<file path="config.mk">
export PLATFORM = sky130hd
export DESIGN_NAME = bus_dma_master
export DESIGN_NICKNAME = d
export VERILOG_FILES = /design/src/rtl/bus_dma_master.sv
export SDC_FILE = /design/constraint.sdc
export NUM_CORES = 1
export LEC_CHECK = 0
export ABC_AREA = 1
export BUFFER_PORTS_ARGS = -buffer_cell sky130_fd_sc_hd__buf_4
export CAP_MARGIN = 15
export CORE_UTILIZATION = 58
export DETAILED_ROUTE_END_ITERATION = 12
export GPL_TIMING_DRIVEN = 0
export PLACE_DENSITY = 0.83
export SYNTH_ARGS = -nofsm -noshare
export SYNTH_HDL_FRONTEND = slang
export SYNTH_SLANG_ARGS = --single-unit
</file>
<file path="constraint.sdc">
create_clock -name clk -period 5.7 [get_ports clk]
set_clock_uncertainty 0.15 [all_clocks]
set_input_delay 0 -clock clk [delete_from_list [all_inputs] [get_ports clk]]
set_output_delay 0 -clock clk [all_outputs]
set_load 0.03 [all_outputs]
</file>
<file path="src/rtl/bus_dma_master.sv">
// ============================================================================
// Module   : bus_dma_master
// Brief    : Single-master bus DMA initiator; copies LENGTH words src -> dst.
//            Optional constant-fill mode under macro BUS_DMA_FILL_EN.
// Revision : 1.0 - initial release
// ============================================================================
`default_nettype none

module bus_dma_master #(
  parameter int ADDR_W = 16,
  parameter int DATA_W = 64,
  parameter int LEN_W  = 8
) (
  input  logic              clk,
  input  logic              reset_n,
  input  logic              start,
  input  logic [ADDR_W-1:0] src_addr,
  input  logic [ADDR_W-1:0] dst_addr,
  input  logic [LEN_W-1:0]  length,
  output logic              busy,
  output logic              done,
  output logic              m_req,
  output logic              m_wr,
  output logic [ADDR_W-1:0] m_addr,
  output logic [DATA_W-1:0] m_dout,
  input  logic              m_grant,
  input  logic [DATA_W-1:0] m_din
`ifdef BUS_DMA_FILL_EN
  ,
  input  logic              fill,
  input  logic [DATA_W-1:0] fill_data
`endif
);

  typedef enum logic [2:0] {
    S_IDLE    = 3'd0,
    S_REQ     = 3'd1,
    S_RD_ADDR = 3'd2,
    S_RD_DATA = 3'd3,
    S_WR      = 3'd4,
    S_DONE    = 3'd5
  } state_t;

  state_t             state_q;
  logic [ADDR_W-1:0]  src_q;
  logic [ADDR_W-1:0]  dst_q;
  logic [LEN_W-1:0]   len_q;
  logic [LEN_W-1:0]   cnt_q;
  logic [DATA_W-1:0]  data_q;
  logic               busy_q;
  logic               done_q;
  logic               req_q;
  logic               wr_q;
  logic [ADDR_W-1:0]  addr_q;
  logic [DATA_W-1:0]  dout_q;
  logic               fill_q;

`ifndef BUS_DMA_FILL_EN
  assign fill_q = 1'b0;
`endif

  logic [LEN_W-1:0]   cnt_d;
  logic [ADDR_W-1:0]  rd_addr_d;
  logic [ADDR_W-1:0]  wr_addr_d;
  logic [ADDR_W-1:0]  rd_addr_nxt_d;
  logic [ADDR_W-1:0]  wr_addr_nxt_d;
  logic               last_d;

  // Address sums are ADDR_W wide so they wrap naturally at the top of the map.
  assign cnt_d         = cnt_q + LEN_W'(1);
  assign rd_addr_d     = src_q + ADDR_W'(cnt_q);
  assign wr_addr_d     = dst_q + ADDR_W'(cnt_q);
  assign rd_addr_nxt_d = src_q + ADDR_W'(cnt_d);
  assign wr_addr_nxt_d = dst_q + ADDR_W'(cnt_d);
  assign last_d        = (cnt_d == len_q);

  always_ff @(posedge clk or negedge reset_n) begin
    if (!reset_n) begin
      state_q <= S_IDLE;
      src_q   <= '0;
      dst_q   <= '0;
      len_q   <= '0;
      cnt_q   <= '0;
      data_q  <= '0;
      busy_q  <= 1'b0;
      done_q  <= 1'b0;
      req_q   <= 1'b0;
      wr_q    <= 1'b0;
      addr_q  <= '0;
      dout_q  <= '0;
`ifdef BUS_DMA_FILL_EN
      fill_q  <= 1'b0;
`endif
    end else begin
      done_q <= 1'b0;
      case (state_q)
        S_IDLE: begin
          req_q  <= 1'b0;
          wr_q   <= 1'b0;
          addr_q <= '0;
          dout_q <= '0;
          if (start) begin
            busy_q <= 1'b1;
            if (length == '0) begin
              done_q  <= 1'b1;
              state_q <= S_DONE;
            end else begin
              src_q   <= src_addr;
              dst_q   <= dst_addr;
              len_q   <= length;
              cnt_q   <= '0;
              req_q   <= 1'b1;
              state_q <= S_REQ;
`ifdef BUS_DMA_FILL_EN
              fill_q  <= fill;
              data_q  <= fill_data;
`endif
            end
          end
        end

        S_REQ: begin
          if (m_grant) begin
            if (fill_q) begin
              wr_q    <= 1'b1;
              addr_q  <= wr_addr_d;
              dout_q  <= data_q;
              state_q <= S_WR;
            end else begin
              wr_q    <= 1'b0;
              addr_q  <= rd_addr_d;
              state_q <= S_RD_ADDR;
            end
          end
        end

        S_RD_ADDR: begin
          if (!m_grant) begin
            addr_q  <= '0;
            state_q <= S_REQ;
          end else begin
            state_q <= S_RD_DATA;
          end
        end

        S_RD_DATA: begin
          if (!m_grant) begin
            addr_q  <= '0;
            state_q <= S_REQ;
          end else begin
            data_q  <= m_din;
            wr_q    <= 1'b1;
            addr_q  <= wr_addr_d;
            dout_q  <= m_din;
            state_q <= S_WR;
          end
        end

        S_WR: begin
          // A lost grant discards the word; the counter stays put so it is redone.
          if (!m_grant) begin
            wr_q    <= 1'b0;
            addr_q  <= '0;
            dout_q  <= '0;
            state_q <= S_REQ;
          end else begin
            cnt_q <= cnt_d;
            if (last_d) begin
              req_q   <= 1'b0;
              wr_q    <= 1'b0;
              addr_q  <= '0;
              dout_q  <= '0;
              done_q  <= 1'b1;
              state_q <= S_DONE;
            end else if (fill_q) begin
              addr_q  <= wr_addr_nxt_d;
              dout_q  <= data_q;
            end else begin
              wr_q    <= 1'b0;
              addr_q  <= rd_addr_nxt_d;
              dout_q  <= '0;
              state_q <= S_RD_ADDR;
            end
          end
        end

        S_DONE: begin
          busy_q  <= 1'b0;
          req_q   <= 1'b0;
          wr_q    <= 1'b0;
          addr_q  <= '0;
          dout_q  <= '0;
          state_q <= S_IDLE;
        end

        default: begin
          busy_q  <= 1'b0;
          req_q   <= 1'b0;
          wr_q    <= 1'b0;
          addr_q  <= '0;
          dout_q  <= '0;
          state_q <= S_IDLE;
        end
      endcase
    end
  end

  assign busy   = busy_q;
  assign done   = done_q;
  assign m_req  = req_q;
  assign m_wr   = wr_q;
  assign m_addr = addr_q;
  assign m_dout = dout_q;

endmodule

`default_nettype wire

</file>
==> results of run 1 <==
## how the worst max path moves through the flow
stage | from | depth (start not counted) | to | slack [ns]
6_report | cnt_q[1]$_DFFE_PN0P_ | 19 | m_addr[15]$_DFFE_PN0P_ | 2.62
5_1_grt | cnt_q[1]$_DFFE_PN0P_ | 20 | m_addr[15]$_DFFE_PN0P_ | 2.27
4_1_cts | cnt_q[1]$_DFFE_PN0P_ | 20 | m_addr[15]$_DFFE_PN0P_ | 2.70
3_5_place_dp | cnt_q[1]$_DFFE_PN0P_ | 20 | m_addr[15]$_DFFE_PN0P_ | 2.78
3_3_place_gp | cnt_q[1]$_DFFE_PN0P_ | 20 | m_addr[15]$_DFFE_PN0P_ | 2.84
2_1_floorplan | cnt_q[1]$_DFFE_PN0P_ | 17 | m_addr[14]$_DFFE_PN0P_ | 3.20
## layout make-up
class                      instances  area share, %
multi-input combinational        713           34.2
sequential                       135           30.7
timing repair buffer             302           23.4
clock buffer                      23           4.53
inverter                          77           2.65
tap                              172           1.96
buffer                            40           1.56
clock inverter                     9           1.03
## cells by family (layout without fill, tap and decap cells)
| kind of cell | Yosys count | after routing | share of synthesized area [%] |
|---|---|---|---|
| AND/OR/NAND/NOR | 481 | 481 | 27.5 |
| AO/OA/AOI/OAI | 166 | 166 | 11.8 |
| flip-flops | 135 | 135 | 44.5 |
| buffers and inverters | 117 | 451 | 6.09 |
| adder cells (fa/ha/maj) | 30 | 30 | 5.24 |
| multiplexers | 24 | 24 | 3.56 |
| XOR/XNOR | 12 | 12 | 1.38 |
## per-stage QoR
stage	hold slack [ns]	total power, mW	cells	utilization [%]	worst slack [ns]
floorplan	-0.446	3.06	965	-	3.20
global route	0.213	5.52	1471	86.5	2.27
CTS	0.172	5.07	1471	86.5	2.70
global placement	0.0730	3.80	1328	72.7	2.84
detailed placement	-0.228	3.85	1329	72.9	2.78
finish	0.203	5.24	1471	86.5	2.62
## routing by layer
layer | vias to the layer above | share of wire [%]
met5 | - | 0
met4 | 0 | 5.9
met3 | 161 | 9.4
met2 | 587 | 49
met1 | 3982 | 35
li1 | 3862 | -
## power breakdown
group / internal [mW] / switching (mW)
Combinational: 0.873 / 1.67
Sequential: 1.29 / 0.263
Clock: 0.704 / 0.436
## placed cells by master (no fill, tap or decap), types with 3 or more instances in the layout
cell | netlist | layout
sky130_fd_sc_hd__nand3b_1 | 3 | 3
sky130_fd_sc_hd__clkbuf_1 | 23 | 24
sky130_fd_sc_hd__clkinvlp_4 | 0 | 3
sky130_fd_sc_hd__o21bai_1 | 9 | 9
sky130_fd_sc_hd__xor2_1 | 6 | 6
sky130_fd_sc_hd__a21oi_1 | 46 | 46
sky130_fd_sc_hd__nand2_1 | 268 | 268
sky130_fd_sc_hd__o21ai_1 | 10 | 10
sky130_fd_sc_hd__nor2_1 | 50 | 50
sky130_fd_sc_hd__buf_2 | 17 | 17
sky130_fd_sc_hd__clkbuf_8 | 0 | 5
sky130_fd_sc_hd__inv_1 | 73 | 73
sky130_fd_sc_hd__nand3_1 | 122 | 122
sky130_fd_sc_hd__buf_4 | 0 | 190
sky130_fd_sc_hd__inv_2 | 3 | 3
sky130_fd_sc_hd__xnor2_1 | 6 | 6
sky130_fd_sc_hd__clkbuf_16 | 0 | 17
sky130_fd_sc_hd__nand4_1 | 10 | 10
sky130_fd_sc_hd__ha_1 | 27 | 27
sky130_fd_sc_hd__a21o_1 | 3 | 3
sky130_fd_sc_hd__mux2_2 | 24 | 24
sky130_fd_sc_hd__fa_1 | 3 | 3
sky130_fd_sc_hd__nand2_2 | 6 | 6
sky130_fd_sc_hd__nor2_2 | 8 | 8
sky130_fd_sc_hd__o21ai_0 | 86 | 86
sky130_fd_sc_hd__dfrtp_1 | 135 | 135
sky130_fd_sc_hd__o22ai_1 | 4 | 4
sky130_fd_sc_hd__dlygate4sd3_1 | 0 | 109
sky130_fd_sc_hd__nor3_1 | 6 | 6
## worst register-to-register path: stages (launching register included)
cell	delay (ns)
sky130_fd_sc_hd__dfrtp_1	0.56
sky130_fd_sc_hd__ha_1	0.29
sky130_fd_sc_hd__nand2_2	0.10
sky130_fd_sc_hd__inv_2	0.11
sky130_fd_sc_hd__nand2_1	0.07
sky130_fd_sc_hd__nand2_1	0.14
sky130_fd_sc_hd__inv_1	0.08
sky130_fd_sc_hd__ha_1	0.34
sky130_fd_sc_hd__nand2_1	0.09
sky130_fd_sc_hd__nand2_1	0.06
sky130_fd_sc_hd__a21oi_1	0.14
sky130_fd_sc_hd__nand2_1	0.16
sky130_fd_sc_hd__nand2_1	0.13
sky130_fd_sc_hd__nand3_1	0.08
sky130_fd_sc_hd__nand2_1	0.07
sky130_fd_sc_hd__inv_1	0.04
sky130_fd_sc_hd__nand4_1	0.07
sky130_fd_sc_hd__nand3_1	0.10
sky130_fd_sc_hd__nand2_1	0.10
sky130_fd_sc_hd__nand2_1	0.07
## state kept, by name (all words and copies together), names as in the netlist, 3 cells and up
register	cells
m_dout	64
dst_q	16
m_addr	16
src_q	16
cnt_q	8
len_q	8
state_q	3
==> flow_summary.ini, run 1 <==
[detailed_routing]
drt-total-wl_um = 27500
firstDrtPassIters = 8
post_drt_via_cell_ratio = 5.84
dr_total_vias = 8592
drc = 0
post_drt_wl_per_cell_um = 18.7
drt_first_iter_violations = 864
detail-route-antenna-nets = 0

[floorplan]
initial_core_util_pct = 59.7
fp.dieH_um = 116
dieArea_sq_mm = 0.0136
die_width_um = 116
num_io_pins = 192
rows = 41
core_sq_mm = 0.0127

[clocking]
cts_tree = yes
numCtsBuffers = 17
cts_setup_buffers = 0
insertion_delay_of_the_later_clocked_pin_in_the_worst_skew_pair_ns = 0.43
clock_buffer_depth = 2
clk_pin_slew_worst_paths_ns = 0.06
cts_htree_levels = 4
holdBufCountCts = 110
clock-sinks = 135
postCtsResizedCells = 0
cts_root_buffer = sky130_fd_sc_hd__clkbuf_16

[outcome]
status = complete, no violations

[global_route]
gr-usage-met1_pct = 46.7
grt_most_used_layer = met2
wire_length_of_the_first_global_routing_pass_um = 43200
grt_use_total_pct = 42.7
antenna_found_initial = 0
grt_overflow = 0
grt.met2_usage_pct = 72.9
grt_pass1_vias = 8683
met3_usage_pct = 12.6
grt_start_max_net_pins = 99

[worst_setup_path]
critical-path-top-delay-family = simple AND/OR/NAND/NOR gates
cp.buffers_inverters = 3
worstRegToRegCells = 19
crit_path_cell_trace = ha_1 > nand2_2 > inv_2 > nand2_1 > nand2_1 > inv_1 > ha_1 > nand2_1 > nand2_1 > a21oi_1 > nand2_1 > nand2_1 > nand3_1 > nand2_1 > inv_1 > nand4_1 > nand3_1 > nand2_1 > nand2_1
cpMaxStageDelayCell = sky130_fd_sc_hd__dfrtp_1
end_of_the_worst_register_to_register_path = m_addr[15]$_DFFE_PN0P_
cp.required_ns = 5.85
setup_slack_reg_to_reg_ns = 2.62
highest_net_fanout_along_the_worst_path = 8
timing_worst_setup_path_type = register to register
cell_mode_on_critical_path = sky130_fd_sc_hd__nand2_1
endpoint_kind = register
worst_setup_path_start_kind = register
max_stage_delay_ns = 0.56
worst-endpoint-arrival_ns = 3.23
timing.rr.start = cnt_q[1]$_DFFE_PN0P_

[sta]
relative_slew_slack_pct = 52.8
max_clock_freq_mhz = 325
tightest_slew_ns = 0.709
setup-violations-final = 0
finalSetupTns_ns = 0
timing.final.hold_violations = 0
finalWorstPathRequiredPeriod_ns = 3.08
slew_viol_final = 0
rsz0062_at_grt = no
timing.final.crit_share_pct = 54.0

[cells_and_area]
finalInstanceArea_sq_mm = 0.0110
diodes = 0
area_taken_by_flip_flops_and_latches_sq_mm = 0.00338
fillerInstances = 656
multi_input_area_sq_mm = 0.00376
synthToLayoutAreaGrowth_pct = 44.8
design.final.nets = 1424
drive_above_1_share_pct = 22.5

[synthesis]
top_area_cell_type_share_of_the_netlist_area_pct = 44.5
post_synth_instance_area_sq_mm = 0.00760
synth.top_cells.by_area = sky130_fd_sc_hd__dfrtp_1, sky130_fd_sc_hd__nand2_1, sky130_fd_sc_hd__nand3_1
synth_top_area_cell = sky130_fd_sc_hd__dfrtp_1
syn-mean-instance-area_sq_um = 7.87
post_synth_most_frequent_cells = sky130_fd_sc_hd__nand2_1, sky130_fd_sc_hd__dfrtp_1, sky130_fd_sc_hd__nand3_1
ys.warnings.count = 0
synth.ff_latch_count = 135
post_synth_inst_count = 965
synth_enable_flop_cells = 0
ys_dominant_reg_cell = sky130_fd_sc_hd__dfrtp_1
yosysUniqueCellTypes = 36
most_frequent_cell_after_synthesis = sky130_fd_sc_hd__nand2_1
synth_seq_area_share_pct = 44.5
async_flop_share_pct = 100
synth_nets = 1103

[pwr]
static-leakage-power_nw = 5.88
power_per_cell_area_mw_per_mm2 = 476
vdd.ir_drop.worst_uv = 396

[worst_hold_path]
worstHoldEndpoint = dst_q[5]$_DFFE_PN0P_
worstHoldStart = dst_addr[5]
class_of_the_tightest_hold_or_removal_check = input port to register
worst_hold_path_depth = 3

[place]
dp.final_hpwl_um = 15700
routabilityCongestion = 0.913
placement.io_buffers = 191
postPlaceCellArea_sq_mm = 0.00928

[flow_run]
max_cap_violations = 0
No activity file was read; power rests on OpenSTA's default activity.
==> run 2, diff against run 1 <==
CORE_UTILIZATION = 54   (was 58)
PLACE_DENSITY = 0.78   (was 0.83)
clock period = 3.1 ns   (was 5.7 ns; I/O delays follow)
==> run 2 against run 1 <==
Net effect:
- power up 81%
- clock power increased by 81%
- via count shrank 4.2%
- wire length decreased by 5.3%
- non-clock buffer count increased by 2
- critical path depth fell by 2
- sequential share of layout area barely moved
- combinational power grew 81%
- utilization shrank 5.0 points
- largest cell class unchanged
- worst setup slack lost 2.3 ns
==> flow_summary.ini, run 2 (synthesis results as in run 1) <==
[global_route]
grt_use_total_pct = 37.3
wire_length_of_the_first_global_routing_pass_um = 41600
grt_start_max_net_pins = 102
met3_usage_pct = 9.43
gr-usage-met1_pct = 43.3
grt_most_used_layer = met2
antenna_found_initial = 1
grt.met2_usage_pct = 63.8
grt_overflow = 0
grt_pass1_vias = 8359

[worst_setup_path]
endpoint_kind = register
max_stage_delay_ns = 0.45
cell_mode_on_critical_path = sky130_fd_sc_hd__nand2_1
timing.rr.start = cnt_q[0]$_DFFE_PN0P_
worstRegToRegCells = 17
worst_setup_path_start_kind = register
crit_path_cell_trace = ha_1 > nand2_2 > inv_2 > nor2_1 > ha_1 > nand3_1 > nand3_1 > nand2_1 > nand2_1 > nand2_1 > nand3_1 > nand2_1 > inv_1 > nand4_1 > nand3_1 > nand2_1 > nand2_1
highest_net_fanout_along_the_worst_path = 6
timing_worst_setup_path_type = register to register
setup_slack_reg_to_reg_ns = 0.28
end_of_the_worst_register_to_register_path = m_addr[15]$_DFFE_PN0P_
cp.required_ns = 3.28
worst-endpoint-arrival_ns = 3.00
cpMaxStageDelayCell = sky130_fd_sc_hd__dfrtp_2

[cells_and_area]
layout.cells.most_common = sky130_fd_sc_hd__nand2_1
multi_input_area_sq_mm = 0.00376
drive_above_1_share_pct = 22.8
area_taken_by_flip_flops_and_latches_sq_mm = 0.00338
fillerInstances = 837
finish.utilization_pct = 81.5
synthToLayoutAreaGrowth_pct = 44.8
layout_common_cells = sky130_fd_sc_hd__nand2_1, sky130_fd_sc_hd__buf_4, sky130_fd_sc_hd__dfrtp_1
largest_register_ff_count = 64
finalInstanceArea_sq_mm = 0.0110
design.final.nets = 1426

[detailed_routing]
post_drt_wl_per_cell_um = 17.6
post_drt_via_cell_ratio = 5.57
drt-total-wl_um = 26000
detail-route-antenna-nets = 0
dr_total_vias = 8228
firstDrtPassIters = 5
drc = 0
drt_first_iter_violations = 618

[floorplan]
die_width_um = 121
num_io_pins = 192
fp.dieH_um = 121
core_sq_mm = 0.0135
rows = 42
dieArea_sq_mm = 0.0145
initial_core_util_pct = 56.3

[pwr]
vdd.ir_drop.worst_uv = 602
power_per_cell_area_mw_per_mm2 = 863
static-leakage-power_nw = 5.87
report.power.total_mw = 9.49

[sta]
timing.final.crit_share_pct = 91.0
tightest_hold_margin_ns = 0.180
tightest_slew_ns = 0.663
timing.final.hold_violations = 0
finalWorstPathRequiredPeriod_ns = 2.82
relative_slew_slack_pct = 55.8
slew_viol_final = 0
rsz0062_at_grt = no
finalSetupTns_ns = 0
max_clock_freq_mhz = 355
setup-violations-final = 0

[worst_hold_path]
class_of_the_tightest_hold_or_removal_check = input port to register
worst_hold_path_depth = 4
worstHoldStart = m_din[24]
worstHoldEndpoint = m_dout[24]$_DFFE_PN0P_

[flow_run]
max_cap_violations = 0

[place]
postPlaceCellArea_sq_mm = 0.00928
placement.io_buffers = 191
dp.final_hpwl_um = 16100
routabilityCongestion = 0.895

[clocking]
insertion_delay_of_the_later_clocked_pin_in_the_worst_skew_pair_ns = 0.44
numCtsBuffers = 17
clock-sinks = 135
clk_pin_slew_worst_paths_ns = 0.06
cts_root_buffer = sky130_fd_sc_hd__clkbuf_16
cts_htree_levels = 4
clock_buffer_depth = 2
cts_tree = yes

[outcome]
status = complete, no violations
==> run 2: cell type report <==
class | instances | share of cell area [%]
flip-flops and latches | 135 | 30.7
multi-input cells | 713 | 34.1
clock buffers | 17 | 3.87
diodes | 1 | 0.0227
inverters | 77 | 2.65
repair buffers | 304 | 23.5
well taps | 176 | 2.00
plain buffers | 40 | 1.56
clock inverters | 15 | 1.50
==> run 2: timing repair <==
| action | CTS | global route |
|---|---|---|
| hold buffers | 110 | 0 |
| endpoints found under the setup margin | 0 | 7 |
| buffers inserted | 0 | 2 |
| resized for setup | 0 | 2 |
| hold endpoints to repair | 254 | 0 |
==> run 2: routing by layer <==
layer,vias up,share of wire (%)
met5,-,0
met4,0,4.1
met3,94,8.0
met2,410,50
met1,3873,38
li1,3851,-
==> run 2: stage by stage <==
stage	setup WS (ns)	cells
3_3_place_gp	0.263	1332
2_1_floorplan	0.598	965
3_5_place_dp	0.229	1333
5_1_grt	0.0425	1478
6_report	0.280	1478
4_1_cts	0.179	1475
==> run 2: critical path, delay by kind of cell, from the launching register on <==
kind,cells,cell delay (ns)
fa+ha+maj,2,0.57
buf+inv,2,0.10
simple gates,13,1.44
flops,1,0.45
==> run 2: how the worst max path moves through the flow <==
stage / depth (start not counted) / startpoint / endpoint / slack (ns)
floorplan: 17 / cnt_q[1]$_DFFE_PN0P_ / m_addr[14]$_DFFE_PN0P_ / 0.60
finish: 17 / cnt_q[0]$_DFFE_PN0P_ / m_addr[15]$_DFFE_PN0P_ / 0.28
CTS: 17 / cnt_q[1]$_DFFE_PN0P_ / m_addr[14]$_DFFE_PN0P_ / 0.18
global route: 16 / cnt_q[2]$_DFFE_PN0P_ / m_addr[14]$_DFFE_PN0P_ / 0.04
global placement: 17 / cnt_q[1]$_DFFE_PN0P_ / m_addr[14]$_DFFE_PN0P_ / 0.26
detailed placement: 17 / cnt_q[1]$_DFFE_PN0P_ / m_addr[14]$_DFFE_PN0P_ / 0.23
==> run 2: where the power goes <==
part | internal [mW] | switching, mW | leakage (nW) | total, mW
Combinational | 1.60 | 2.98 | 3.85 | 4.59
Clock | 1.20 | 0.866 | 0.278 | 2.06
Sequential | 2.37 | 0.469 | 1.74 | 2.84
==> run 3, diff against run 2 <==
ABC_AREA = default   (was 1)
CORE_UTILIZATION = 53   (was 54)
PLACE_DENSITY = 0.77   (was 0.78)
==> run 3 against run 2 <==
Net effect:
- non-clock buffer count grew 4
- first-iteration DRC count shrank 19%
- maximum frequency shrank 6.5%
- hold slack gained 0.0030 ns
- largest cell class unchanged
- highest routed layer unchanged
==> flow_summary.ini, run 3 <==
[synthesis]
synth.ff_latch_count = 135
syn-mean-instance-area_sq_um = 9.43
yosysUniqueCellTypes = 64
top_area_cell_type_share_of_the_netlist_area_pct = 47.0
synth_enable_flop_cells = 0
post_synth_instance_area_sq_mm = 0.00719
ys.warnings.count = 0
synth_top_area_cell = sky130_fd_sc_hd__dfrtp_1
synth_seq_area_share_pct = 47.0
ys_dominant_reg_cell = sky130_fd_sc_hd__dfrtp_1
synth.top_cells.by_area = sky130_fd_sc_hd__dfrtp_1, sky130_fd_sc_hd__nand2_1, sky130_fd_sc_hd__o21ai_0
async_flop_share_pct = 100
most_frequent_cell_after_synthesis = sky130_fd_sc_hd__nand2_1
post_synth_most_frequent_cells = sky130_fd_sc_hd__nand2_1, sky130_fd_sc_hd__dfrtp_1, sky130_fd_sc_hd__o21ai_0
synth_nets = 901
post_synth_inst_count = 763

[cells_and_area]
design.final.nets = 1228
fillerInstances = 817
drive_above_1_share_pct = 27.1
largest_register_ff_count = 64
layout_common_cells = sky130_fd_sc_hd__buf_4, sky130_fd_sc_hd__nand2_1, sky130_fd_sc_hd__dfrtp_1
synthToLayoutAreaGrowth_pct = 48.9
finalInstanceArea_sq_mm = 0.0107
finish.utilization_pct = 80.9
layout.cells.most_common = sky130_fd_sc_hd__buf_4

[outcome]
status = complete, no violations

[sta]
relative_slew_slack_pct = 51.0
timing.final.hold_violations = 0
setup-violations-final = 0
max_clock_freq_mhz = 332
postLayoutSetupSlackWorst_ns = 0.0844
finalSetupTns_ns = 0
tightest_slew_ns = 0.732
timing.final.crit_share_pct = 97.3
finalWorstPathRequiredPeriod_ns = 3.02
tightest_hold_margin_ns = 0.183
slew_viol_final = 0

[place]
postPlaceCellArea_sq_mm = 0.00888
routabilityCongestion = 0.921
dp.final_hpwl_um = 14400
pre_cts_slack_ns = -0.515
placement.io_buffers = 191

[floorplan]
initial_core_util_pct = 54.3
rows = 42
num_io_pins = 192
die_width_um = 118
fp.dieH_um = 118
dieArea_sq_mm = 0.0140
core_sq_mm = 0.0132

[worst_setup_path]
highest_net_fanout_along_the_worst_path = 4
cpMaxStageDelayCell = sky130_fd_sc_hd__dfrtp_2
crit_path_cell_trace = buf_4 > ha_1 > a211oi_1 > nor2_1 > o41a_1 > o311a_1 > nand3_1 > xor2_1 > o21ai_0 > a31o_1
timing_worst_setup_path_type = register to register
endpoint_kind = register
max_stage_delay_ns = 0.46
worst_setup_path_start_kind = register
cp.required_ns = 3.27
worst-endpoint-arrival_ns = 3.18

[global_route]
grt_use_total_pct = 34.1
grt_overflow = 0
antenna_found_initial = 1
grt_pass1_vias = 7272
grt_start_max_net_pins = 95
wire_length_of_the_first_global_routing_pass_um = 37000

[clocking]
numCtsBuffers = 17
insertion_delay_of_the_later_clocked_pin_in_the_worst_skew_pair_ns = 0.43
cts_tree = yes
clk_pin_slew_worst_paths_ns = 0.06
clock-sinks = 135
cts_htree_levels = 4
clock_buffer_depth = 2
cts_root_buffer = sky130_fd_sc_hd__clkbuf_16

[detailed_routing]
post_drt_via_cell_ratio = 5.62
dr_total_vias = 7189
firstDrtPassIters = 5
drt-total-wl_um = 23100
detail-route-antenna-nets = 0
drt_first_iter_violations = 503
drc = 0
post_drt_wl_per_cell_um = 18.0

[worst_hold_path]
class_of_the_tightest_hold_or_removal_check = input port to register

[pwr]
switching_power_mw = 4.31
intPower_mw = 5.46
comb_power_share_pct = 48.5
clkPwrFrac_pct = 20.2
power_per_cell_area_mw_per_mm2 = 912
vdd.ir_drop.worst_uv = 568
power_switching_share_pct = 44.1
static-leakage-power_nw = 5.00
share_seq_of_total_power_pct = 31.3

[flow_run]
max_cap_violations = 0
-- run 3: path summary, 6_finish.rpt --
kind | slack (ns) | cells after the start | to | start
worst min register to register | 0.33 | 2 | m_dout[49]$_DFFE_PN0P_ | m_dout[49]$_DFFE_PN0P_
worst max-delay path | 0.08 | 10 | m_addr[13]$_DFFE_PN0P_ | cnt_q[1]$_DFFE_PN0P_
max in group asynchronous | 1.86 | 4 | cnt_q[4]$_DFFE_PN0P_ | reset_n
worst max register to register | 0.08 | 10 | m_addr[13]$_DFFE_PN0P_ | cnt_q[1]$_DFFE_PN0P_
min in group asynchronous | 0.48 | 4 | src_q[7]$_DFFE_PN0P_ | reset_n
worst min-delay path | 0.18 | 4 | src_q[9]$_DFFE_PN0P_ | src_addr[9]
-- run 3: metrics by stage --
step                power [mW]  std cells
floorplan                 5.85        763
global placement          7.37       1130
detailed placement        7.46       1131
CTS                       9.56       1275
global route              10.3       1279
finish                    9.77       1279
-- run 3: kinds of logic (layout without fill, tap and decap cells) --
| group | Yosys count | after routing | share of synthesized area [%] |
|---|---|---|---|
| buffers and inverters | 50 | 389 | 2.75 |
| AOI/OAI and AO/OA | 201 | 201 | 17.5 |
| and+or+nand+nor | 269 | 269 | 16.4 |
| muxes | 38 | 38 | 5.97 |
| DFF | 135 | 135 | 47.0 |
| other | 0 | 1 | 0 |
| adders and majority gates | 30 | 30 | 5.53 |
| xor gates and xnor gates | 40 | 40 | 4.87 |
-- run 3: power by group through the flow --
stage	Sequential (mW)	Clock (mW)	Combinational, mW
floorplan	3.73	0	2.12
detailed placement	3.02	0	4.43
finish	3.06	1.97	4.74
global placement	3.01	0	4.37
global route	3.13	2.06	5.10
CTS	3.01	1.97	4.58
-- run 3: what timing repair did --
item	4_1_cts	5_1_grt
resized for setup	12	7
endpoints found under the setup margin	10	10
setup buffers	4	4
pin swaps	2	1
gates cloned	0	0
hold buffers	109	0
endpoints found under the hold margin	245	0
-- run 3: layout make-up --
cell class              count  area [sq um]  share of cell area (%)
inverters                  10          37.5                   0.350
plain buffers              39           156                    1.46
flip-flops and latches    135          3380                    31.6
clock buffers              20           437                    4.08
diodes                      1          2.50                  0.0234
repair buffers            309          2630                    24.5
clock inverters            11           129                    1.20
well taps                 176           220                    2.06
multi-input cells         578          3720                    34.7
-- run 3: per-layer routing --
| layer | vias up | share of wire (%) | wire (um) | track usage [%] |
|---|---|---|---|---|
| met5 | - | 0 | 0 | 0 |
| met4 | 0 | 4.4 | 1030 | 17.3 |
| met3 | 82 | 6.8 | 1580 | 8.25 |
| met2 | 333 | 50 | 11600 | 59.2 |
| met1 | 3447 | 39 | 8890 | 39.3 |
| li1 | 3327 | - | - | - |
-- run 3: critical path: cells and delay by family, from the launching register on --
kind	cells	cell delay, ns
compound gates	5	1.36
xor+xnor	1	0.23
fa+ha+maj	1	0.28
flops	1	0.46
simple gates	2	0.26
buf+inv	1	0.16
